File: config.mk
export PLATFORM = sky130hd
export DESIGN_NAME = eb2a_ctrl
export DESIGN_NICKNAME = d
export VERILOG_FILES = /design/src/rtl/eb2a_ctrl.sv
export SDC_FILE = /design/constraint.sdc
export NUM_CORES = 1
export LEC_CHECK = 0
export CORE_MARGIN = 2
export CORE_UTILIZATION = 25
export CTS_CLUSTER_DIAMETER = 150
export CTS_CLUSTER_SIZE = 40
export DETAILED_ROUTE_END_ITERATION = 12
export SYNTH_ARGS = -nofsm -noshare
export SYNTH_HDL_FRONTEND = slang
export SYNTH_SLANG_ARGS = --single-unit
File: constraint.sdc
create_clock -name clk -period 3.9 [get_ports clk]
set_clock_uncertainty 0.1 [all_clocks]
set_input_delay 1.17 -clock clk [delete_from_list [all_inputs] [get_ports clk]]
set_output_delay 1.17 -clock clk [all_outputs]
set_load 0.01 [all_outputs]
File: src/rtl/eb2a_ctrl.sv
// Handshake controller for the two-register elastic buffer: turns t_0/i_0 req/ack
// into load enables and an output select, plus occupancy and debug counters.
module eb2a_ctrl #(
  parameter int CNT_WIDTH = 16
) (
  input  logic                 clk,
  input  logic                 reset,
  input  logic                 t_0_req,
  output logic                 t_0_ack,
  output logic                 i_0_req,
  input  logic                 i_0_ack,
  output logic                 en0,
  output logic                 en1,
  output logic                 sel,
  output logic [1:0]           occupancy,
  output logic [CNT_WIDTH-1:0] xfer_in_cnt,
  output logic [CNT_WIDTH-1:0] xfer_out_cnt,
  output logic [CNT_WIDTH-1:0] stall_cnt
);

  typedef enum logic [1:0] {
    EMPTY = 2'd0,
    ONE   = 2'd1,
    FULL  = 2'd2
  } state_e;

  state_e               state_q, state_d;
  logic                 wr_ptr_q, rd_ptr_q;
  logic                 t_0_ack_q, i_0_req_q;
  logic [1:0]           occ_q;
  logic [CNT_WIDTH-1:0] in_cnt_q, out_cnt_q, stall_cnt_q;
  logic                 push, pop, stall;

  // Acks come from registers only, so req/ack never forms a combinational loop across stages.
  assign push  = t_0_req & t_0_ack_q;
  assign pop   = i_0_req_q & i_0_ack;
  assign stall = t_0_req & ~t_0_ack_q;

  always_comb begin
    state_d = state_q;
    case (state_q)
      EMPTY:   if (push) state_d = ONE;
      ONE: begin
        if (push & ~pop)      state_d = FULL;
        else if (pop & ~push) state_d = EMPTY;
      end
      FULL:    if (pop) state_d = ONE;
      default: state_d = EMPTY;
    endcase
  end

  // NOTE: sequential state uses non-blocking assignments so every register samples pre-edge values.
  always_ff @(posedge clk) begin
    if (reset) begin
      state_q     <= EMPTY;
      wr_ptr_q    <= 1'b0;
      rd_ptr_q    <= 1'b0;
      t_0_ack_q   <= 1'b1;
      i_0_req_q   <= 1'b0;
      occ_q       <= 2'd0;
      in_cnt_q    <= '0;
      out_cnt_q   <= '0;
      stall_cnt_q <= '0;
    end else begin
      state_q   <= state_d;
      t_0_ack_q <= (state_d != FULL);
      i_0_req_q <= (state_d != EMPTY);
      occ_q     <= (state_d == FULL) ? 2'd2 : ((state_d == ONE) ? 2'd1 : 2'd0);
      if (push) begin
        wr_ptr_q <= ~wr_ptr_q;
        in_cnt_q <= in_cnt_q + 1'b1;
      end
      if (pop) begin
        rd_ptr_q  <= ~rd_ptr_q;
        out_cnt_q <= out_cnt_q + 1'b1;
      end
      if (stall && (stall_cnt_q != '1)) stall_cnt_q <= stall_cnt_q + 1'b1;
    end
  end

  // Reset gates the enables so the datapath never loads while the buffer is being cleared.
  assign en0          = push & ~wr_ptr_q & ~reset;
  assign en1          = push &  wr_ptr_q & ~reset;
  assign t_0_ack      = t_0_ack_q;
  assign i_0_req      = i_0_req_q;
  assign sel          = rd_ptr_q;
  assign occupancy    = occ_q;
  assign xfer_in_cnt  = in_cnt_q;
  assign xfer_out_cnt = out_cnt_q;
  assign stall_cnt    = stall_cnt_q;

endmodule
==> run_results.csv, run 1 <==
group,metric,value,unit
critical_path,crit_chain,"clkdlybuf4s50_1 > nand2_1 > nor3b_2 > clkdlybuf4s50_1",
drt,drt_iter0_drc,75,
cts,clk_pin_slew,0.10,ns
critical_path,rrSetupSlack,1.49,ns
critical_path,cp_data_required_time,2.63,ns
power_and_ir_drop,ir_worst_vdd,0.161,mV
floorplan,die_area,10900,um2
drt,wl_per_cell,12.7,um
floorplan,start_util,25.8,%
critical_path,r2r-end,"stall_cnt[3]$_SDFFE_PP0P_",
synth,synth.avg_cell_area,8.85,um2
critical_path,critPathBufInv,2,
critical_path,critical_path_class,"in -> out",
drt,ant_nets,0,
cts,numCtsBuffers,5,
place,dp_hpwl,4330,um
cts,clock_latency,0.32,ns
global_routing,grtUsageMet1,14.1,%
critical_path,setup.worst_path.end,"en1",
sta,whs,0.391,ns
power_and_ir_drop,p_per_area,321,nW/um2
cts,cts_root_buffer,"clkbuf_8",
critical_path,reg2reg_from,"stall_cnt[0]$_SDFFE_PP0P_",
cells_and_area,mostFrequentLayoutCells,"clkdlybuf4s50_1, dfxtp_1, nor2_1",
synth,ys_seq_area_share,44.4,%
sta,finalCriticalPeriod,3.77,ns
critical_path,cp-end-kind,"output port",
cells_and_area,final_common_cell,"clkdlybuf4s50_1",
critical_path,worstPathMaxFanout,3,
cts,cts_sinks,56,
floorplan,die_w,104,um
run,maxCapViolations,0,
cts,htree_levels,2,
cells_and_area,fill_cells,1048,
sta,hold_violations,0,
global_routing,grt_util_met2,18.8,%
synth,synthFlopType,"dfxtp_1",
power_and_ir_drop,p_leak,0.00105,uW
synth,ys_types,41,
synth,synthesis.instances,285,
place,port_buffers,58,
synth,synth.cell_area,2520,um2
global_routing,grt_pass1_wl,10200,um
cts,clock_path_buffers,2,
sta,relSlewSlack,25.0,%
synth,ys_warn_count,0,
sta,worstMarginPinSlew,1.11,ns
critical_path,critPathArrivalTime,2.50,ns
cells_and_area,diodes,0,
sta,rsz0062_at_grt,"false",
cells_and_area,layout-drive-gt1-share,7.56,%
synth,async_flop_share,0,%
worst_hold_path,min_path_type,"reg -> reg",
critical_path,cp_slowest_cell,"clkdlybuf4s50_1",
critical_path,start_kind,"primary input",
floorplan,core,9770,um2
critical_path,crit_top_cell,"clkdlybuf4s50_1",
global_routing,top_usage_layer,"met2",
critical_path,cp.depth,4,
global_routing,antenna_found_initial,0,
global_routing,grt_overflow_total,0,
drt,via_per_inst,4.88,
critical_path,crit_family,"buffers and inverters",
global_routing,grt_usage,11.1,%
cts,cts_tree,"yes",
critical_path,cpPeakStageDelay,0.56,ns
sta,finalSetupViolCount,0,
run_status,status,"complete, no violations",
place,gp_congestion,0.731,
synth,synth_edf_count,0,
sta,fmax,265,MHz
floorplan,io_pins,59,
cells_and_area,finalNetCount,350,
critical_path,rr_worst_depth,5,
global_routing,grt_max_degree,59,
drt,drt-pass1-iter-count,4,
global_routing,grtUsageMet3,2.63,%
drt,drc,0,
global_routing,first_global_vias,2122,
sta,slew_viol_final,0,
sta,period_share,96.6,%
floorplan,fp.dieH,104,um
cells_and_area,area_delta_synth_final,32.4,%
drt,route.vias.total,2328,
synth,ys_ff_latch,56,
cts,ctsHoldBuffers,0,
sta,tns,0,ns
critical_path,crit_path_start,"t_0_req",
drt,finalWirelength,6070,um
floorplan,rows,36,
synth,syn-num-nets,292,
worst reg2reg max path, delay by kind of cell (launching register included):
| family | cells | cell delay, ns |
|---|---|---|
| AO/OA/AOI/OAI | 3 | 1.41 |
| adder cells (fa/ha/maj) | 1 | 0.21 |
| flip-flops | 1 | 0.42 |
| AND/OR/NAND/NOR | 1 | 0.21 |
kinds of logic after synthesis:
kind of cell	Yosys count	share of synthesized area, %
xor+xnor	24	8.33
simple gates	132	29.1
flops	56	44.4
buf+inv	13	2.38
mux	5	2.13
compound gates	52	12.2
fa+ha+maj	3	1.49
sequential cells by signal, summed over array words and instances, names as in the netlist:
register / cells
stall_cnt: 16
xfer_in_cnt: 16
xfer_out_cnt: 16
occupancy: 2
state_q: 2
i_0_req: 1
sel: 1
t_0_ack: 1
wr_ptr_q: 1
metrics by stage:
| stage | util, % | cells | worst slack, ns | area (um2) | power [uW] |
|---|---|---|---|---|---|
| 2_1_floorplan | - | 285 | 0.731 | 2520 | 685 |
| 3_3_place_gp | 33.1 | 469 | 0.0841 | 3240 | 735 |
| 3_5_place_dp | 33.1 | 469 | 0.0938 | 3240 | 738 |
| 4_1_cts | 34.1 | 477 | 0.0932 | 3340 | 1090 |
| 5_1_grt | 34.2 | 477 | 0.0395 | 3340 | 1130 |
| 6_report | 34.2 | 477 | 0.131 | 3340 | 1070 |
report_power, final:
group	internal, uW	leakage (uW)	total [uW]	switching, uW
Clock	136	0.0000511	349	212
Sequential	592	0.000453	613	21.9
Combinational	56.6	0.000550	111	54.4
Total	785	0.00105	1070	289
metal layers:
metal | wire length [um] | part of all wire (%) | vias to the layer above
met5 | 0 | 0 | -
met4 | 49 | 0.81 | 0
met3 | 245 | 4.0 | 5
met2 | 2910 | 48 | 47
met1 | 2870 | 47 | 1119
li1 | - | - | 1157
cell type report:
class / instances / area (um2) / share of cell area [%]
multi-input cells: 216 / 1350 / 40.3
flip-flops and latches: 56 / 1120 / 33.5
repair buffers: 61 / 598 / 17.9
well taps: 133 / 166 / 4.98
clock buffers: 5 / 68.8 / 2.06
clock inverters: 3 / 28.8 / 0.861
inverters: 3 / 11.3 / 0.337
repair_timing:
item | 4_1_cts | 5_1_grt
buffers inserted | 0 | 0
resized for setup | 0 | 1
endpoints found under the setup margin | 0 | 1
hold endpoints to repair | 0 | 0
Yosys cell counts (3+ instances only):
library cell / n / share of area, %
buf_4: 3 / 0.89
and4_1: 7 / 2.4
o21ai_0: 16 / 3.2
clkbuf_1: 5 / 0.74
or2_2: 3 / 0.74
inv_1: 3 / 0.45
nand3_1: 15 / 3.0
nand4_1: 18 / 4.5
or4_1: 4 / 1.2
nor3_1: 6 / 1.2
xnor2_1: 9 / 3.1
ha_1: 3 / 1.5
nor2_1: 28 / 4.2
or3_1: 14 / 3.5
a21oi_1: 22 / 4.4
xor2_1: 15 / 5.2
nand2_1: 15 / 2.2
mux2_2: 3 / 1.3
and3_1: 4 / 0.99
o31ai_1: 5 / 1.5
dfxtp_1: 56 / 44
nor2b_1: 4 / 0.99
worst min path at each step:
stage	from	endpoint	depth (start not counted)
after CTS	xfer_in_cnt[15]$_SDFFE_PP0P_	xfer_in_cnt[15]$_SDFFE_PP0P_	2
after detailed placement	xfer_in_cnt[15]$_SDFFE_PP0P_	xfer_in_cnt[15]$_SDFFE_PP0P_	2
after global routing	xfer_in_cnt[15]$_SDFFE_PP0P_	xfer_in_cnt[15]$_SDFFE_PP0P_	2
after global placement	xfer_in_cnt[15]$_SDFFE_PP0P_	xfer_in_cnt[15]$_SDFFE_PP0P_	2
after floorplan	state_q[0]$_SDFF_PP0_	state_q[0]$_SDFF_PP0_	1
final	xfer_in_cnt[15]$_SDFFE_PP0P_	xfer_in_cnt[15]$_SDFFE_PP0P_	2
No activity file was read; power rests on OpenSTA's default activity.
==> inputs of run 2 (changes only) <==
- CORE_UTILIZATION: 25 -> 37
==> run 2 against run 1 <==
  * Via count shrank 2.6%
  * Critical endpoint is now en0
  * Critical path depth is the same
  * Sequential cell count is the same
  * Worst hold slack lost 0.0019 ns
  * Critical path type unchanged
  * Final area shrank 1.4%
  * Largest cell class unchanged
  * Sequential power is essentially flat
  * Routed wire length shrank 8.6%
  * Sequential share of layout area grew 0.48 points
==> run_results.csv, run 2 (synthesized netlist as in run 1, its figures left out) <==
group,metric,value,unit
run_status,status,"complete, no violations",
drt,finalWirelength,5550,um
cts,numCtsBuffers,5,
cells_and_area,stdcell_count,425,
critical_path,reg2reg_from,"stall_cnt[0]$_SDFFE_PP0P_",
cells_and_area,area_delta_synth_final,30.5,%
drt,drt-pass1-iter-count,4,
power_and_ir_drop,p_per_area,334,nW/um2
drt,ant_nets,0,
place,port_buffers,58,
global_routing,grt_max_degree,43,
sta,tns,0,ns
cts,ctsHoldBuffers,0,
critical_path,cp-end-kind,"output port",
place,placed_cell_area,3180,um2
floorplan,die_w,86.6,um
critical_path,rr_worst_depth,5,
drt,route.vias.total,2268,
critical_path,rrSetupSlack,1.47,ns
place,gp_congestion,0.748,
floorplan,rows,30,
global_routing,grt_overflow_total,0,
place,dp_cells,417,
power_and_ir_drop,power,1100,uW
sta,fmax,265,MHz
cells_and_area,mostFrequentLayoutCells,"dfxtp_1, clkdlybuf4s50_1, nor2_1",
power_and_ir_drop,p_leak,0.00108,uW
drt,wl_per_cell,13.1,um
drt,drc,0,
cells_and_area,finalNetCount,351,
sta,worstMarginPinSlew,1.08,ns
cells_and_area,diodes,0,
sta,worst_slack,0.124,ns
power_and_ir_drop,ir_worst_vdd,0.180,mV
run,maxCapViolations,0,
cts,clock_latency,0.31,ns
sta,relSlewSlack,27.4,%
critical_path,worstPathMaxFanout,3,
place,dp_hpwl,3970,um
drt,drt_iter0_drc,69,
cts,cts_tree,"yes",
critical_path,r2r-end,"stall_cnt[3]$_SDFFE_PP0P_",
global_routing,grt_usage,15.5,%
cts,clk_pin_slew,0.10,ns
critical_path,critical_path_class,"in -> out",
global_routing,first_global_vias,2106,
cells_and_area,design_area,3290,um2
place,dp_worst_setup_slack,0.0578,ns
sta,period_share,96.8,%
cts,cts_root_buffer,"clkbuf_8",
sta,rsz0062_at_grt,"false",
drt,via_per_inst,5.34,
sta,finalSetupViolCount,0,
cells_and_area,layout-drive-gt1-share,7.54,%
floorplan,start_util,37.8,%
cts,cts_sinks,56,
floorplan,core,6680,um2
worst_hold_path,min_path_type,"reg -> reg",
floorplan,io_pins,59,
sta,hold_violations,0,
global_routing,antenna_found_initial,0,
critical_path,setup.worst_path.end,"en0",
cts,clock_path_buffers,2,
critical_path,critPathArrivalTime,2.51,ns
critical_path,start_kind,"primary input",
critical_path,crit_path_start,"t_0_req",
sta,slew_viol_final,0,
cts,htree_levels,2,
floorplan,die_area,7500,um2
global_routing,grt_pass1_wl,9490,um
critical_path,cp_data_required_time,2.63,ns
floorplan,fp.dieH,86.6,um
sta,finalCriticalPeriod,3.78,ns
==> run 2: cell types whose count changed in the layout (fill, tap and decap cells not counted), sizes merged <==
cell and delta:
buf +1, bufinv +1, clkdlybuf4s50 -1, clkinv +1, clkinvlp +1, dlymetal6s2s +1
inv -3
==> run 2: report_power, final <==
part	total (uW)	internal, uW	leakage, uW	switching, uW
Clock	381	190	0.0000541	190
Sequential	612	591	0.000453	20.9
Combinational	109	56.7	0.000572	52.0
==> run 2: what timing repair did <==
item	4_1_cts	5_1_grt
gates resized for setup	0	1
buffers inserted	0	0
setup endpoints to repair	0	1
==> run 2: layer usage <==
| layer | GRT usage, % | part of all wire (%) | routed length [um] | vias to the layer above |
|---|---|---|---|---|
| li1 | - | - | - | 1163 |
| met1 | 20.7 | 51 | 2840 | 1056 |
| met2 | 25.2 | 44 | 2460 | 44 |
| met3 | 3.71 | 3.5 | 196 | 5 |
| met4 | 3.84 | 1.0 | 57 | 0 |
| met5 | 0 | 0 | 0 | - |
==> run 2: final cells by class <==
class	instances	area, um2
inverter	3	11.3
clock inverter	3	42.5
tap	80	100
sequential	56	1120
timing repair buffer	62	608
multi-input combinational	216	1340
fill	654	3390
clock buffer	5	68.8
==> run 2: critical path, stage by stage <==
cell and delay, ns:
clkdlybuf4s50_1 0.50, nand2_1 0.11, nor3_1 0.16, clkdlybuf4s50_1 0.56
==> run 2: worst min-delay path by stage <==
stage	depth (start not counted)	end	from	slack, ns
after floorplan	1	state_q[0]$_SDFF_PP0_	state_q[0]$_SDFF_PP0_	0.38
after global placement	2	xfer_in_cnt[15]$_SDFFE_PP0P_	xfer_in_cnt[15]$_SDFFE_PP0P_	0.37
after detailed placement	2	xfer_out_cnt[15]$_SDFFE_PP0P_	xfer_out_cnt[15]$_SDFFE_PP0P_	0.38
after CTS	2	xfer_out_cnt[15]$_SDFFE_PP0P_	xfer_out_cnt[15]$_SDFFE_PP0P_	0.39
after global routing	2	xfer_out_cnt[15]$_SDFFE_PP0P_	xfer_out_cnt[15]$_SDFFE_PP0P_	0.43
final	2	xfer_in_cnt[15]$_SDFFE_PP0P_	xfer_in_cnt[15]$_SDFFE_PP0P_	0.39
==> run 2: through the flow <==
step | hold WS, ns | util (%)
CTS | 0.394 | 49.3
global route | 0.426 | 49.3
finish | 0.389 | 49.3
floorplan | 0.385 | -
global placement | 0.368 | 47.6
detailed placement | 0.380 | 47.6
